### src/rtl/uart_tx_arbiter.sv
// uart_tx_arbiter
//   Lets NREQ byte-stream requesters share one uart TX path. Whole packets are
//   granted round-robin and never interleaved. Each requester has its own frame
//   config. A new config is applied only once the uart is fully idle, so no
//   frame is ever sent with mixed settings.
//
// Ports
//   i_clk, i_rst        clock, synchronous active-high reset
//   i_req_valid/last    per-requester byte valid / last-of-packet
//   i_req_data          requester k byte at [k*DBITS +: DBITS]
//   i_req_cfg           requester k {par[1:0],d_num,s_num,bd_rate[1:0]} at [k*6 +: 6]
//   o_req_ready         byte accepted on valid & ready
//   o_grant             one-hot current owner, 0 when none
//   o_busy              FSM not idle
//   i_tx_full/i_tx_idle uart FIFO full / FIFO empty and transmitter idle
//   o_wr_uart/o_wr_data uart TX FIFO write strobe and byte
//   o_par..o_bd_rate    applied frame config
module uart_tx_arbiter #(
  parameter int NREQ  = 4,
  parameter int DBITS = 8
) (
  input  logic                  i_clk,
  input  logic                  i_rst,
  input  logic [NREQ-1:0]       i_req_valid,
  input  logic [NREQ-1:0]       i_req_last,
  input  logic [NREQ*DBITS-1:0] i_req_data,
  input  logic [NREQ*6-1:0]     i_req_cfg,
  output logic [NREQ-1:0]       o_req_ready,
  output logic [NREQ-1:0]       o_grant,
  output logic                  o_busy,
  input  logic                  i_tx_full,
  input  logic                  i_tx_idle,
  output logic                  o_wr_uart,
  output logic [DBITS-1:0]      o_wr_data,
  output logic [1:0]            o_par,
  output logic                  o_d_num,
  output logic                  o_s_num,
  output logic [1:0]            o_bd_rate
);

  localparam int PW = (NREQ > 1) ? $clog2(NREQ) : 1;
  // par=none, 8 data bits, 1 stop bit, 1200 baud
  localparam logic [5:0] CFG_RST = 6'b00_1_0_00;

  typedef enum logic [2:0] {S_IDLE, S_ARB, S_DRAIN, S_APPLY, S_SEND} state_t;

  state_t          state_q, state_d;
  logic [PW-1:0]   ptr_q, ptr_d;     // last owner; search starts just above it
  logic [PW-1:0]   gidx_q, gidx_d;   // current owner index
  logic [5:0]      cfg_q, cfg_d;     // owner's config snapshot taken in ARB
  logic [5:0]      app_q, app_d;     // config currently driven to the uart

  logic [DBITS-1:0] data_arr [NREQ];
  logic [5:0]       cfg_arr  [NREQ];

  for (genvar k = 0; k < NREQ; k++) begin : g_unpack
    assign data_arr[k] = i_req_data[k*DBITS +: DBITS];
    assign cfg_arr[k]  = i_req_cfg[k*6 +: 6];
  end

  // Round-robin pick: first valid index above ptr_q, wrapping.
  logic [PW-1:0] arb_idx;
  logic          arb_hit;
  always_comb begin
    int c;
    logic [PW-1:0] ci;
    arb_idx = '0;
    arb_hit = 1'b0;
    for (int i = 1; i <= NREQ; i++) begin
      c = int'(ptr_q) + i;
      if (c >= NREQ) c = c - NREQ;
      ci = PW'(c);
      if (!arb_hit && i_req_valid[ci]) begin
        arb_hit = 1'b1;
        arb_idx = ci;
      end
    end
  end

  always_comb begin
    state_d     = state_q;
    ptr_d       = ptr_q;
    gidx_d      = gidx_q;
    cfg_d       = cfg_q;
    app_d       = app_q;
    o_req_ready = '0;
    o_grant     = '0;
    o_wr_uart   = 1'b0;
    o_wr_data   = '0;
    case (state_q)
      S_IDLE: begin
        if (|i_req_valid) state_d = S_ARB;
      end
      S_ARB: begin
        if (arb_hit) begin
          gidx_d  = arb_idx;
          cfg_d   = cfg_arr[arb_idx];
          state_d = (cfg_arr[arb_idx] == app_q) ? S_SEND : S_DRAIN;
        end else begin
          state_d = S_IDLE;
        end
      end
      S_DRAIN: begin
        o_grant[gidx_q] = 1'b1;
        if (i_tx_idle) state_d = S_APPLY;
      end
      S_APPLY: begin
        o_grant[gidx_q] = 1'b1;
        app_d           = cfg_q;
        state_d         = S_SEND;
      end
      S_SEND: begin
        // Grant stays locked until the last byte, even if valid drops.
        o_grant[gidx_q]     = 1'b1;
        o_req_ready[gidx_q] = ~i_tx_full;
        o_wr_uart           = i_req_valid[gidx_q] & ~i_tx_full;
        o_wr_data           = data_arr[gidx_q];
        if (o_wr_uart && i_req_last[gidx_q]) begin
          ptr_d   = gidx_q;
          state_d = S_IDLE;
        end
      end
      default: state_d = S_IDLE;
    endcase
  end

  always_ff @(posedge i_clk) begin
    if (i_rst) begin
      state_q <= S_IDLE;
      ptr_q   <= PW'(NREQ - 1);
      gidx_q  <= '0;
      cfg_q   <= '0;
      app_q   <= CFG_RST;
    end else begin
      state_q <= state_d;
      ptr_q   <= ptr_d;
      gidx_q  <= gidx_d;
      cfg_q   <= cfg_d;
      app_q   <= app_d;
    end
  end

  assign o_busy    = (state_q != S_IDLE);
  assign o_par     = app_q[5:4];
  assign o_d_num   = app_q[3];
  assign o_s_num   = app_q[2];
  assign o_bd_rate = app_q[1:0];

endmodule

### config.mk
export PLATFORM = sky130hd
export DESIGN_NAME = uart_tx_arbiter
export DESIGN_NICKNAME = d
export VERILOG_FILES = /design/src/rtl/uart_tx_arbiter.sv
export SDC_FILE = /design/constraint.sdc
export NUM_CORES = 1
export LEC_CHECK = 0
export ABC_AREA = 1
export CAP_MARGIN = 20
export CORE_UTILIZATION = 44
export CTS_CLUSTER_DIAMETER = 60
export DETAILED_ROUTE_END_ITERATION = 12
export PLACE_DENSITY_LB_ADDON = 0.08
export SYNTH_ARGS = -nofsm -noshare
export SYNTH_HDL_FRONTEND = slang
export SYNTH_SLANG_ARGS = --single-unit
export TNS_END_PERCENT = 100
### constraint.sdc
create_clock -name i_clk -period 5.2 [get_ports i_clk]
set_input_delay 1.04 -clock i_clk [delete_from_list [all_inputs] [get_ports i_clk]]
set_output_delay 1.04 -clock i_clk [all_outputs]
set_load 0.02 [all_outputs]
; Yosys cells after proc, flatten, opt, wreduce, memory -nomap -nowiden
; Cells that the tools add are included.
[word_totals]
register_bits = 19
in_bits = 68
word_cells = 95
[classes]
add_sub_neg = 8
order_cmp = 12
eq_ne = 8
mux = 42
bitwise_logic = 5
n_reduce_logical = 15
[op_table]
columns = op, count
row1 = 2-to-1 mux 8 bit, 3
row2 = binary-select mux 8 bit (select 2 bit), 1
row3 = 2-to-1 mux 2 bit, 8
row4 = "greater-or-equal comparator 3 bit, second input constant", 5
row5 = "< comparator 2 x 3 -> 1 bit, second input constant", 5
row6 = 2-to-1 mux 3 bit, 5
row7 = one-hot mux 3 bit (5 select lines), 1
row8 = binary-select mux 1 bit (select 2 bit), 6
row9 = binary-select mux 6 bit (select 2 bit), 1
row10 = 2-to-1 mux 1 bit, 12
row11 = 2-to-1 mux 6 bit, 2
row12 = 2-to-1 mux 4 bit, 2
row13 = "subtractor 2 x 1 -> 2 bit, second input constant", 4
row14 = "adder 2 x 2 -> 3 bit, second input constant", 2
row15 = "== test 3 x 2 -> 1 bit, second input constant", 2
row16 = == test 6 bit, 1
row17 = "!= test 2 bit, second input constant", 3
row18 = inverter 2 -> 3 bit, 2
row19 = logical AND 1 bit, 5
row20 = "adder 2 x 3 -> 4 bit, second input constant", 1
row21 = bitwise AND 4 bit, 1
row22 = "greater-or-equal comparator 4 x 3 -> 1 bit, second input constant", 1
row23 = AND reduction 2 bit, 2
row24 = OR reduction 4 bit, 1
row25 = 12 further kinds, 14

; Depth between registers and ports, before layout
[depth]
depth_word = 23
ltp_mapped = 21
ltp_nobuf = 20

; Worst setup path after synthesis
; OpenSTA, ideal clock, no wires.
[synth_path]
kind = register -> output
startpoint = register gidx_q[1]
endpoint = output o_wr_data[0]
arrival_time_ps = 1627
t_required_ps = 4160
setup_slack_ps = 2533
path_stages_with_launch = 6
path_cell_list = dfxtp_1 clkbuf_1 clkbuf_1 clkbuf_1 nand3_1 a31oi_1
[synth_between]
elab_chain_cells = 5
[synth_rtl]
columns = item, line_no
row1 = from (decl), 49  ; logic [PW-1:0] gidx_q, gidx_d;
row2 = from (signal assigned), 137  ; gidx_q <= gidx_d;
row3 = inverter 2 -> 3 bit (not written as such), 117  ; o_wr_data = data_arr[gidx_q];
row4 = binary-select mux 8 bit (select 2 bit), 117
row5 = 2-to-1 mux 8 bit (not written as such) (2 in a row), 117
row6 = 2-to-1 mux 8 bit, 90  ; case (state_q)
row7 = to (decl), 34  ; output logic [DBITS-1:0] o_wr_data,
; No other way between the ends. The select of a mux whose other input is x is not followed.

; Worst setup path in the final report
[layout_path]
startpoint = register gidx_q[0]
endpoint = output o_wr_uart
[layout_between]
elab_chain_cells = 4
[layout_rtl]
columns = item, line_no
row1 = binary-select mux 1 bit (select 2 bit), 116  ; o_wr_uart = i_req_valid[gidx_q] & ~i_tx_full;
row2 = 2-to-1 mux 1 bit (not written as such), 116
row3 = bitwise AND 1 bit, 116
row4 = 2-to-1 mux 1 bit, 90
row5 = to (decl), 33  ; output logic o_wr_uart,
; No other way between the ends. The select of a mux whose other input is x is not followed.

==> impl_metrics.yaml <==
clock_tree:
  cts_root_buffer: "clkbuf_8"
  clock_latency_ns: 0.25
  clk_path_buf_depth: 2
  htreeDepth: 1
  cts_tree: "built"
  cts_resized: 0
  cts_setup_buffers: 0
  ctsHoldBuffers: 0
  numCtsBuffers: 3
  clkTransAtPathRegs_ns: 0.07
  cts_sinks: 19
floorplan:
  start_util_pct: 46.25
  fp.dieArea_um2: 4531
  die_w_um: 67.31
  die_h_um: 67.31
  io_pins: 92
  core_area_um2: 4058
  core.rowCount: 23
critical_path:
  crit_arrival_ns: 2.73
  critPathLaunchType: "flop"
  cp_common_cell: "inv_1"
  crit_family: "buffers and inverters"
  crit_path_max_fanout: 14
  critPathBufInv: 3
  crit_chain: "inv_1 -> nor2_2 -> inv_1 -> o22ai_1 -> o21ai_0 -> nor2_1 -> clkdlybuf4s50_1"
  worst_path_max_delay_cell: "dfxtp_1"
  setup.worst_path.end_class: "primary output"
  cp_data_required_time_ns: 4.16
  crit_type: "flop to primary output"
  cpPeakStageDelay_ns: 0.62
pwr:
  powerDensity_nw_per_um2: 192.9
  p_leak_nw: 1.280
  ir_drop_v: 0.0002106
global_routing:
  track_usage_pct: 25.30
  antenna_found_initial: 0
  grt_pass1_vias: 1981
  grt_start_max_net_pins: 25
  grt_overflow: 0
  grt_pass1_wl_mm: 8.852
yosys:
  syn_nets: 380
  yosysWarnings: 0
  ys_ff_latch: 19
  synth-simple-area-share_pct: 49.27
  synth_area_um2: 1877
  syn_inst: 312
  synth_cell_type_count: 30
  synth-xor-area-share_pct: 0
  synth_compound_area_share_pct: 15.47
  muxShareOfSynthArea_pct: 0
  synth.avg_cell_area_um2: 6.015
  synth_top_family_by_area: "simple AND/OR/NAND/NOR gates"
  ys_seq_area_share_pct: 20.27
  yosys.area_share.adder_pct: 0
min_path:
  hp-class: "flop to flop"
drt:
  num_vias: 2267
  drt-total-wl_mm: 5.762
  drt_iter0_drc: 126
  drc: 0
  wl_per_cell_um: 12.92
  vias_per_cell: 5.083
  final_antenna_net_count: 0
  dr.pass1.iters: 5
cells_and_area:
  insertedDiodeCount: 0
  final_util_pct: 69.29
  drive_gt1_share_pct: 9.596
  n_fill_cell: 359
  fin_nets: 465
  areaGrowthSynthToFinish_pct: 49.80
outcome:
  status: "completed"
timing:
  setup_violations: 0
  fin_skew_ns: 0.0009201
  timing.slew.headroom_pct: 46.73
  worst_slew_pin_slew_ns: 0.7979
  rsz0062_at_grt: "no"
  maxClockFrequency_ghz: 0.2653
  finalCritPeriodShare_pct: 72.50
  slew_violations: 0
  setup_tns_ns: 0
  finalHoldViolations: 0
  min_period_ns: 3.770
placement:
  hpwlAfterDp_mm: 4.416
  port_buffers: 91
  gp_congestion: 0.8963
job:
  maxCapViolations: 0
[cells in the mapped netlist (all sizes together)]
master	instances	area, µm²
a21oi	10	50.05
a22oi	9	67.56
a31o	1	8.760
a31oi	8	50.05
buf	5	61.31
clkbuf	6	22.52
clkinv	3	11.26
dfxtp	19	380.4
inv	49	186.4
nand2	90	427.9
nand3	50	282.8
nand3b	7	52.55
nand4	4	25.02
nor2	28	120.1
nor3	2	10.01
nor4	1	6.260
o211ai	3	22.52
o21ai	14	70.07
o221ai	1	8.760
o22ai	2	12.51
[tightest hold or removal path, cell delays in order, from the launching register on]
cell and delay, ns:
dfxtp_1 0.30, inv_1 0.06, a21oi_1 0.05
[report_power, final]
group          leakage, nW  switching, mW  internal, mW
clock network       0.0228         0.0469        0.0544
registers            0.156         0.0238         0.164
logic                 1.10          0.136         0.117
[flip-flops by register name, indices dropped and copies added (netlist names)]
name     flops
state_q      3
app_q        6
gidx_q       2
cfg_q        6
ptr_q        2
[placed cells by master (no fill, tap or decap)]
cell type / netlist / final
o211ai_1: 3 / 3
nand2_1: 68 / 68
o21ai_0: 14 / 14
nor2_2: 3 / 3
nand3b_1: 7 / 7
clkbuf_1: 6 / 1
nand3_4: 1 / 1
nor3_1: 2 / 2
nand2_4: 7 / 7
inv_4: 1 / 1
nor2_4: 1 / 1
inv_2: 2 / 2
inv_1: 46 / 46
nand4_1: 4 / 4
clkdlybuf4s50_1: 0 / 91
a22oi_1: 9 / 9
nand3_2: 4 / 4
a31o_2: 1 / 1
nor4_1: 1 / 1
nand2_2: 15 / 15
clkinv_1: 3 / 3
a31oi_1: 8 / 8
o22ai_1: 2 / 2
nor2_1: 24 / 24
dfxtp_1: 19 / 19
nand3_1: 45 / 45
clkbuf_8: 0 / 3
o221ai_1: 1 / 1
a21oi_1: 10 / 10
[metrics by stage]
step | worst slack [ns] | instance area [µm²] | total power [mW] | cells | hold slack, ns
3_5_place_dp | 1.500 | 2766 | 0.4413 | 442 | 0.4508
4_1_cts | 1.450 | 2811 | 0.5425 | 446 | 0.4604
5_1_grt | 1.247 | 2811 | 0.5781 | 446 | 0.4741
2_1_floorplan | 2.533 | 1877 | 0.3425 | 312 | 0.4307
3_3_place_gp | 1.529 | 2766 | 0.4372 | 442 | 0.4390
6_report | 1.430 | 2811 | 0.5423 | 446 | 0.4593
[layout make-up]
type                       count  area, µm²  area share [%]
clock buffer                   4      45.04           1.602
inverter                      52      197.7           7.032
multi-input combinational    230       1215           43.21
sequential                    19      380.4           13.53
tap                           50      62.56           2.225
timing repair buffer          91      910.9           32.40
[worst paths after layout]
check            start         end  slack, ns  cells after the start
max          gidx_q[0]   o_wr_uart       1.43                      7
min           cfg_q[4]    app_q[4]       0.46                      2
max reg2reg   ptr_q[0]  state_q[2]       2.51                     18
min reg2reg   cfg_q[4]    app_q[4]       0.46                      2
[cells by family (layout without fill, tap and decap cells)]
| logic type | count (synthesis) | count (layout) |
|---|---|---|
| compound gates | 48 | 48 |
| buf+inv | 63 | 147 |
| flops | 19 | 19 |
| simple gates | 182 | 182 |
[routing by layer]
| layer | global-route usage, % | vias up | routed length [µm] |
|---|---|---|---|
| met5 | 0 | - | 0 |
| met4 | 6.383 | 0 | 57 |
| met3 | 3.378 | 7 | 402 |
| met2 | 42.88 | 73 | 2656 |
| met1 | 33.47 | 997 | 2646 |
| li1 | - | 1190 | - |
Note: power is estimated with default switching activity, not from simulation.
